**config.mk**
```make
export PLATFORM = sky130hd
export DESIGN_NAME = sprite_compositor
export DESIGN_NICKNAME = d
export VERILOG_FILES = /design/src/rtl/vga_pkg.sv /design/src/rtl/spr_addr_gen.sv /design/src/rtl/sprite_compositor.sv
export SDC_FILE = /design/constraint.sdc
export NUM_CORES = 1
export LEC_CHECK = 0
export ABC_CLOCK_PERIOD_IN_PS = 4700
export BUFFER_PORTS_ARGS = -buffer_cell sky130_fd_sc_hd__clkbuf_2
export CAP_MARGIN = 20
export CORE_MARGIN = 2
export CORE_UTILIZATION = 50
export CTS_CLUSTER_SIZE = 25
export DETAILED_ROUTE_END_ITERATION = 8
export HOLD_SLACK_MARGIN = 0.05
export PLACE_DENSITY = 0.74
export SETUP_SLACK_MARGIN = 0.1
export SLEW_MARGIN = 0
export SYNTH_ARGS = -nofsm -noshare
export SYNTH_HDL_FRONTEND = slang
export SYNTH_HIERARCHICAL = 1
export SYNTH_SLANG_ARGS = --single-unit
```
**constraint.sdc**
```tcl
create_clock -name clk -period 4.7 [get_ports clk]
set_input_delay 0.47 -clock clk [delete_from_list [all_inputs] [get_ports clk]]
set_output_delay 0.47 -clock clk [all_outputs]
set_load 0.05 [all_outputs]
```
**src/rtl/vga_pkg.sv**
```systemverilog
// Shared VGA-side definitions: default widths, reserved colours and sprite orientation codes.
package vga_pkg;

    localparam int COL_W_DEF = 10;
    localparam int ROW_W_DEF = 9;
    localparam int CLR_W_DEF = 12;

    localparam logic [11:0] WALL_CLR_DEF = 12'hfff;
    localparam logic [11:0] BG_CLR_DEF   = 12'h000;
    localparam logic [11:0] KEY_CLR_DEF  = 12'h000;

    typedef enum logic [1:0] {
        ORI_T  = 2'b00,
        ORI_TF = 2'b01,
        ORI_N  = 2'b10,
        ORI_M  = 2'b11
    } ori_e;

endpackage

```
**src/rtl/spr_addr_gen.sv**
```systemverilog
// One sprite's S1 stage: hit test against the shadowed position and texel address
// generation for the four orientations; the address holds while the sprite is missed.
module spr_addr_gen
    import vga_pkg::*;
#(
    parameter int COL_W    = COL_W_DEF,
    parameter int ROW_W    = ROW_W_DEF,
    parameter int SPR_SIZE = 32,
    parameter int AW       = $clog2(SPR_SIZE * SPR_SIZE)
) (
    input  logic             clk,
    input  logic             rst,
    input  logic             pix_en,
    input  logic [COL_W-1:0] col,
    input  logic [ROW_W-1:0] row,
    input  logic [COL_W-1:0] x,
    input  logic [ROW_W-1:0] y,
    input  logic [1:0]       orient,
    input  logic             vis,
    output logic             hit_q,
    output logic [AW-1:0]    addr_q
);
    localparam int LG = $clog2(SPR_SIZE);
    localparam logic [LG-1:0] M = LG'(SPR_SIZE - 1);

    logic [COL_W:0] dx;
    logic [ROW_W:0] dy;
    logic [LG-1:0]  u, v;
    logic           hit_n, hit_d;
    logic [AW-1:0]  addr_n, addr_d;

    always_comb begin
        // one extra bit keeps col<x negative instead of wrapping into the box
        dx    = {1'b0, col} - {1'b0, x};
        dy    = {1'b0, row} - {1'b0, y};
        u     = dx[LG-1:0];
        v     = dy[LG-1:0];
        hit_n = vis && (dx[COL_W:LG] == '0) && (dy[ROW_W:LG] == '0);
        case (ori_e'(orient))
            ORI_T:   addr_n = {u, v};
            ORI_TF:  addr_n = {u, M - v};
            ORI_N:   addr_n = {v, u};
            ORI_M:   addr_n = {v, M - u};
            default: addr_n = {v, u};
        endcase
        hit_d  = pix_en ? hit_n : hit_q;
        addr_d = (pix_en && hit_n) ? addr_n : addr_q;
    end

    always_ff @(posedge clk or posedge rst) begin
        if (rst) begin
            hit_q  <= 1'b0;
            addr_q <= '0;
        end else begin
            hit_q  <= hit_d;
            addr_q <= addr_d;
        end
    end

endmodule

```
**src/rtl/sprite_compositor.sv**
```systemverilog
// Two-stage sprite/wall/background compositor with frame-latched sprite shadows.
// Define SPR_COLLIDE_EN to build the sprite-0 collision accumulator behind collide.
module sprite_compositor
    import vga_pkg::*;
#(
    parameter int NUM_SPR  = 4,
    parameter int SPR_SIZE = 32,
    parameter int COL_W    = COL_W_DEF,
    parameter int ROW_W    = ROW_W_DEF,
    parameter int CLR_W    = CLR_W_DEF,
    parameter logic [CLR_W-1:0] KEY_CLR  = KEY_CLR_DEF,
    parameter logic [CLR_W-1:0] WALL_CLR = WALL_CLR_DEF,
    parameter logic [CLR_W-1:0] BG_CLR   = BG_CLR_DEF,
    localparam int AW = $clog2(SPR_SIZE * SPR_SIZE)
) (
    input  logic                     clk,
    input  logic                     rst,
    input  logic                     pix_en,
    input  logic                     frame_start,
    input  logic [COL_W-1:0]         col_addr,
    input  logic [ROW_W-1:0]         row_addr,
    input  logic                     is_wall,
    input  logic [NUM_SPR*COL_W-1:0] spr_x,
    input  logic [NUM_SPR*ROW_W-1:0] spr_y,
    input  logic [NUM_SPR*2-1:0]     spr_orient,
    input  logic [NUM_SPR-1:0]       spr_vis,
    output logic [NUM_SPR*AW-1:0]    rom_addr,
    input  logic [NUM_SPR*CLR_W-1:0] rom_data,
    output logic [CLR_W-1:0]         pix_color,
    output logic                     pix_valid,
    output logic                     collide
);
    logic [NUM_SPR*COL_W-1:0] sh_x_q, sh_x_d;
    logic [NUM_SPR*ROW_W-1:0] sh_y_q, sh_y_d;
    logic [NUM_SPR*2-1:0]     sh_ori_q, sh_ori_d;
    logic [NUM_SPR-1:0]       sh_vis_q, sh_vis_d;

    logic [NUM_SPR-1:0] hit_q;
    logic               wall_q, wall_d;
    logic               s1_vld_q, s1_vld_d;
    logic [NUM_SPR-1:0] opq;
    logic [CLR_W-1:0]   sel_clr;
    logic [CLR_W-1:0]   pix_color_q, pix_color_d;
    logic               pix_valid_q, pix_valid_d;

    // Sprite state is latched only at frame start so a frame never tears.
    always_comb begin
        sh_x_d   = sh_x_q;
        sh_y_d   = sh_y_q;
        sh_ori_d = sh_ori_q;
        sh_vis_d = sh_vis_q;
        if (frame_start) begin
            sh_x_d   = spr_x;
            sh_y_d   = spr_y;
            sh_ori_d = spr_orient;
            sh_vis_d = spr_vis;
        end
    end

    always_ff @(posedge clk or posedge rst) begin
        if (rst) begin
            sh_x_q   <= '0;
            sh_y_q   <= '0;
            sh_ori_q <= '0;
            sh_vis_q <= '0;
        end else begin
            sh_x_q   <= sh_x_d;
            sh_y_q   <= sh_y_d;
            sh_ori_q <= sh_ori_d;
            sh_vis_q <= sh_vis_d;
        end
    end

    for (genvar i = 0; i < NUM_SPR; i++) begin : g_spr
        spr_addr_gen #(
            .COL_W    (COL_W),
            .ROW_W    (ROW_W),
            .SPR_SIZE (SPR_SIZE),
            .AW       (AW)
        ) u_addr (
            .clk    (clk),
            .rst    (rst),
            .pix_en (pix_en),
            .col    (col_addr),
            .row    (row_addr),
            .x      (sh_x_q[i*COL_W +: COL_W]),
            .y      (sh_y_q[i*ROW_W +: ROW_W]),
            .orient (sh_ori_q[i*2 +: 2]),
            .vis    (sh_vis_q[i]),
            .hit_q  (hit_q[i]),
            .addr_q (rom_addr[i*AW +: AW])
        );
    end

    always_comb begin
        wall_d   = pix_en ? is_wall : wall_q;
        s1_vld_d = pix_en ? 1'b1 : s1_vld_q;
    end

    always_comb begin
        opq = '0;
        for (int i = 0; i < NUM_SPR; i++)
            opq[i] = hit_q[i] && (rom_data[i*CLR_W +: CLR_W] != KEY_CLR);
        sel_clr = BG_CLR;
        // walk from the lowest priority up so sprite 0 lands last and wins
        for (int i = NUM_SPR - 1; i >= 0; i--)
            if (opq[i]) sel_clr = rom_data[i*CLR_W +: CLR_W];
        if (wall_q) sel_clr = WALL_CLR;
        pix_color_d = pix_en ? sel_clr : pix_color_q;
        pix_valid_d = pix_en && s1_vld_q;
    end

    always_ff @(posedge clk or posedge rst) begin
        if (rst) begin
            wall_q      <= 1'b0;
            s1_vld_q    <= 1'b0;
            pix_color_q <= BG_CLR;
            pix_valid_q <= 1'b0;
        end else begin
            wall_q      <= wall_d;
            s1_vld_q    <= s1_vld_d;
            pix_color_q <= pix_color_d;
            pix_valid_q <= pix_valid_d;
        end
    end

    assign pix_color = pix_color_q;
    assign pix_valid = pix_valid_q;

`ifdef SPR_COLLIDE_EN
    logic acc_q, acc_d, collide_q, collide_d, hit_now;

    // A hit landing on the frame_start cycle seeds the new frame's accumulator.
    always_comb begin
        hit_now   = pix_en && opq[0] && (|opq[NUM_SPR-1:1]);
        acc_d     = acc_q | hit_now;
        collide_d = collide_q;
        if (frame_start) begin
            collide_d = acc_q;
            acc_d     = hit_now;
        end
    end

    always_ff @(posedge clk or posedge rst) begin
        if (rst) begin
            acc_q     <= 1'b0;
            collide_q <= 1'b0;
        end else begin
            acc_q     <= acc_d;
            collide_q <= collide_d;
        end
    end

    assign collide = collide_q;
`else
    assign collide = 1'b0;
`endif

endmodule

```
## Yosys cells after proc, flatten, opt, wreduce, memory -nomap -nowiden

Cells that the tools add are included.

- Bits in latches: 0
- Bits in read-only memories: 0
- Word-level logic and storage cells: 86
- Output and inout bits: 54
- Input port bits: 160
- Register bits after elaboration: 147
- Memory bits (writable): 0
- Memories: 0

- Shift-type cells: 0
- $mul: 0
- Div/mod/pow operators: 0
- Reduce and logical (&&, ||, !) cells: 33
- Bitwise logic cells: 0
- $lt $le $gt $ge: 0
- Equality and inequality tests: 12
- Multiplexer cells: 9
- Add/sub/neg operators: 16

Operators with widths:

| operator | count |
|---|---|
| one-hot mux 10 bit (4 select lines) | 4 |
| 2-to-1 mux 12 bit | 5 |
| nonzero test 12 bit | 4 |
| subtractor 10 x 10 -> 11 bit | 4 |
| subtractor 5 bit, first input constant | 8 |
| subtractor 9 x 9 -> 10 bit | 4 |
| logical NOT 6 bit | 4 |
| logical NOT 5 bit | 4 |
| logical AND 1 bit | 17 |
| equality test 2 bit, second input constant | 8 |
| equality test 2 x 1 -> 1 bit, second input constant | 4 |
| logical NOT 2 bit | 4 |

## Longest topological paths before layout

- Depth in word-level cells: 7
- Mapped depth: 11
- Depth with buffers taken out: 10

## Cells and area by module

Netlist, hierarchy kept.

Modules (own cells, without submodules):

| module | area an instance (sq um) | sequential area each (sq um) | instances | cells an instance |
|---|---|---|---|---|
| sprite_compositor | 4371.7 | 2577.5 | 1 | 306 |
| spr_addr_gen (g_spr[1].u_addr ...) | 1551.5 | 275.3 | 2 | 179 |
| spr_addr_gen (g_spr[0].u_addr) | 1640.3 | 275.3 | 1 | 183 |
| spr_addr_gen (g_spr[3].u_addr) | 1555.2 | 275.3 | 1 | 189 |

## Least setup slack after synthesis

OpenSTA, ideal clock, no wires.

- Path kind: input to register
- From: in col_addr[0]
- To: reg g_spr[3].u_addr.addr_q[0]
- Library setup time: 0.125 ns
- Data arrival time: 2.810 ns
- Path buffers: 1
- Stages on the path: 11
- Data required time: 4.575 ns
- Slack: 1.765 ns
- Path through: inv_1 > ha_1 > fa_1 > nor2b_1 > o31a_1 > nor4_1 > nor4b_2 > o2111ai_1 > a2111oi_2 > buf_6 > mux2_4

- Longest elaborated chain between the ends: 5
- Elaborated cells on any way between the ends: 7

Ends and longest elaborated chain:

| item | line | text |
|---|---|---|
| from (decl) | sprite_compositor.sv:20 | `input logic [COL_W-1:0] col_addr,` |
| subtractor 10 x 10 -> 11 bit (*) | spr_addr_gen.sv:34 | `dx = {1'b0, col} - {1'b0, x};` |
| branches (longest 4 deep; another with subtractor 5 bit) | - |  |
| to (signal assigned) | spr_addr_gen.sv:56 | `addr_q <= addr_d;` |
| to (decl) | spr_addr_gen.sv:21 | `output logic [AW-1:0] addr_q` |

Every way passes the cells marked *.
A chain may end at the register's enable or synchronous reset.

## Worst setup path in the final report

- From: reg sh_x_q[30]
- To: reg g_spr[3].u_addr.addr_q[6]

- Longest elaborated chain between the ends: 5
- Elaborated cells on any way between the ends: 6

Ends and longest elaborated chain:

| item | line | text |
|---|---|---|
| from (decl) | sprite_compositor.sv:33 | `logic [NUM_SPR*COL_W-1:0] sh_x_q, sh_x_d;` |
| from (signal assigned) | sprite_compositor.sv:62 | `sh_x_q <= '0;` |
| from (signal assigned) | sprite_compositor.sv:67 | `sh_x_q <= sh_x_d;` |
| subtractor 10 x 10 -> 11 bit (*) | spr_addr_gen.sv:34 |  |
| logical NOT 6 bit | spr_addr_gen.sv:38 | `hit_n = vis && (dx[COL_W:LG] == '0) && (dy[ROW_W:LG] == '0);` |
| logical AND 1 bit (2 in series) | spr_addr_gen.sv:38 |  |
| logical AND 1 bit | spr_addr_gen.sv:47 | `addr_d = (pix_en && hit_n) ? addr_n : addr_q;` |

Every way passes the cells marked *; elsewhere a longest branch is shown, timed or not.

==> results.md <==
* Area growth syn-to-layout at 17.6%
* Achievable Freq at ~0.29 GHz
* Critical Path, Cell by Cell: ha_1 -> fa_1 -> nor2b_1 -> o31a_1 -> nor4_1 -> nor4b_2 -> o2111ai_1 -> a2111oi_4 -> mux2_2
* Site row count at 53
* VDD IR-drop max at between 0.2 and 0.3 mV
* Netlist cell types at 87
* Setup Fix Bufs, Post-CTS at 0
* Io pins at about 210
* Largest cells by area after synthesis: dfrtp_1 (34%), mux2_2 (10%), ha_1 (8.9%)
* LEAKAGE at between 6 and 7 nW
* Die height at between 150 and 200 um
* Worst-path clk slew at 60 ps
* Post-DP HPWL at roughly 22,000 um
* Outcome: complete, no violations
* Mean area per synthesized cell at roughly 10 um2
* RePlAce Congestion at between 0.9 and 1
* DR vias/cell at between 5 and 6
* Post-CTS sizing at 0
* Max-cap violation count at 0
* YS warnings at 6
* Ys async rst share at between 90% and 100%
* R2R Path End: g_spr[3].u_addr/addr_q[6]$_DFFE_PP0P_
* WL final at 28,300 um
* N_diodes at 0
* Yosys top cell area share at 34.5%
* Leading area contributor after synthesis: dfrtp_1
* Buffers & Inverters on Critical Path at 0
* Drt first-iter violations at 520
* Min-Delay Path Class: input pin to asynchronous set/reset pin
* Crit Path Max Fanout at 11
* Number of clock sinks at approximately 150
* DRC viols at 0
* CP Capture Point: g_spr[3].u_addr/addr_q[6]$_DFFE_PP0P_
* Fin crit share at ~73%
* CTS tree: done
* EDFF count, synth at 0
* Unrepaired setup endpoints after global routing: false
* CP required at around 5000 ps
* TritonCTS Buffers at 17
* Largest delay share family, worst path: compound AO/OA/AOI/OAI gates
* Post-Syn Instances at approximately 1.0k
* Initial Utilization at around half
* Synth Flop Type: dfrtp_1
* PortBufs at 212
* Drt first pass iters at 6
* Crit path launch: sh_x_q[30]$_DFFE_PP0P_
* Vias in the first global route at just under 9k
* Yosys reg bits at between 100 and 150
* Clock Path Buffers at 2
* Reg2Reg Setup Slack at 1270 ps
* Setup TNS at 0 ps
* Pwr Density at between 300 and 400 nW/um2
* Endpoints failing setup at 0
* DR vias at 8,659
* Worst Setup End Kind: flop
* Levels on crit path at 9
* Register area share after synthesis at roughly 34%
* DP Area at 12,000 um2
* Antenna-violating nets left at 0
* CP peak stage delay at 930 ps
* Average wire per standard cell at 18.6 um
* Final nets at 1,483
* Min Tclk post-route at ~3400 ps
* Post-Syn Area at about 11,000 um2
* Worst Tran Pin Value at roughly 1100 ps
* Critical path type: flop to flop
* CP startpoint kind: flop
* Fraction of layout cells with a size suffix above 1 at approximately 34%
* Largest net degree at the start of global routing at 70
* Worst-skew pair later-pin latency at 430 ps
* Fin Clk Skew at between 7 and 8 ps
* First-pass GRT wire length at 44,700 um
* Reg2Reg Launch Point: sh_x_q[30]$_DFFE_PP0P_
* Die area at between 20,000 and 25,000 um2
* Syn nets at 1,280
* Fin. max-slew vios at 0
* Die span in x at ~150 um
* H-tree depth at 4
* CTS Root Cell: clkbuf_16
* Final instance area at 12,500 um2
* Critical-path cell with the highest stage delay: a2111oi_4
* Fin. Hold Viols at 0
* Core Box Area at roughly 21,000 um2
* Total GRT Usage at ~26%
* WP data arrival at 3750 ps
* # hold bufs at CTS at 0
* Max-slew headroom at the worst pin at between 20% and 30%
* Grt ovf at 0
* FF-to-FF path depth at 9
* Initial antenna violation count at 0
==> worst register-to-register path, delay by kind of cell (launching register included) <==
kind | cells | cell delay [ps]
compound gates | 3 | 1340
fa+ha+maj | 2 | 630
simple gates | 3 | 520
flops | 1 | 420
mux | 1 | 420
==> Yosys cell counts, types with 7 or more instances <==
cell and n:
clkbuf_1 18, o211ai_1 7, o22ai_1 13, mux2_2 98
a221oi_1 8, nand2_1 37, a311oi_1 7, o21ai_0 33
o221ai_1 7, a31oi_1 8, a21o_1 9, o21a_1 16
nor2_1 64, a211oi_1 7, nand2b_1 15, dfrtp_1 147
inv_1 118, xnor2_1 29, a21oi_1 51, xor2_1 18
and2_1 7, fa_1 8, nor3_1 12, o2111ai_1 7
mux2_4 32, nor2b_1 22, mux2i_1 38, ha_1 76
==> layout make-up <==
cell class                      instances  area [um2]
Inverter                              119         449
Clock buffer                           19         433
Tap cell                              275         344
Clock inverter                         12         159
Timing Repair Buffer                  218        1110
Fill cell                            1812        8410
Sequential cell                       147        3680
Multi-Input combinational cell        736        6380
==> report_power, final <==
part / internal [mW] / switching, mW
combinational: 0.572 / 0.718
clock: 0.834 / 0.559
sequential: 1.36 / 0.0819
total: 2.77 / 1.36
==> per-stage QoR <==
| step | total power, mW | hold WS [ps] | cells | setup WS, ps | util, % |
|---|---|---|---|---|---|
| 2_1_floorplan | 2.41 | 322 | 1036 | 1530 | - |
| 5_1_grt | 4.35 | 205 | 1526 | 1090 | 59.9 |
| 4_1_cts | 4.14 | 187 | 1526 | 1290 | 59.9 |
| 3_5_place_dp | 2.73 | 462 | 1495 | 937 | 57.1 |
| 6_report | 4.12 | 182 | 1526 | 1270 | 59.9 |
| 3_3_place_gp | 2.70 | 442 | 1495 | 1040 | 57.1 |
==> worst min-delay path by stage <==
stage | start | endpoint | slack (ps) | cells past startpoint
6_report | rst | g_spr[2].u_addr/addr_q[7]$_DFFE_PP0P_ | 180 | 2
5_1_grt | rst | g_spr[3].u_addr/addr_q[3]$_DFFE_PP0P_ | 210 | 2
4_1_cts | rst | g_spr[0].u_addr/addr_q[9]$_DFFE_PP0P_ | 190 | 2
3_5_place_dp | s1_vld_q$_DFFE_PP0P_ | s1_vld_q$_DFFE_PP0P_ | 460 | 1
3_3_place_gp | s1_vld_q$_DFFE_PP0P_ | s1_vld_q$_DFFE_PP0P_ | 440 | 1
2_1_floorplan | rst | g_spr[0].u_addr/addr_q[0]$_DFFE_PP0P_ | 320 | 1
==> flip-flops by register name (all words and copies together), names as in the netlist, 4 cells and up <==
signal,count
g_spr.u_addr/addr_q,40
sh_x_q,40
sh_ori_q,8
sh_y_q,36
g_spr.u_addr/hit_q,4
pix_color,12
sh_vis_q,4
==> metal layers <==
| layer | vias to the layer above | track usage, % | routed length (um) |
|---|---|---|---|
| met5 | - | 0 | 0 |
| met1 | 4150 | 33.2 | 12200 |
| met3 | 58 | 5.18 | 2090 |
| met2 | 331 | 42.8 | 13200 |
| met4 | 0 | 9.95 | 842 |
| li1 | 4120 | - | - |
==> placed cells by master, fill, tap and decap left out, drive strengths merged, types with 14 or more instances in the layout <==
master	Yosys	routed
clkbuf	18	230
dfrtp	147	147
mux2	131	131
inv	119	120
ha	76	76
nor2	64	64
a21oi	51	51
nand2	40	40
mux2i	39	39
o21ai	38	38
xnor2	29	29
nor2b	25	25
xor2	18	18
o21a	16	16
nand2b	16	16
o22ai	14	14
nor3	14	14
==> kinds of logic (layout without fill, tap and decap cells) <==
family          count (synthesis)  count (layout)  share of synthesized area (%)
buf+inv                       153             368                           5.87
other cells                     1               1                         0.0351
fa+ha+maj                      84              84                           10.4
simple gates                  208             208                           10.9
mux                           170             170                           18.7
compound gates                226             226                           15.7
xor+xnor                       47              47                           3.86
flops                         147             147                           34.5
Note: power is estimated with default switching activity, not from simulation.
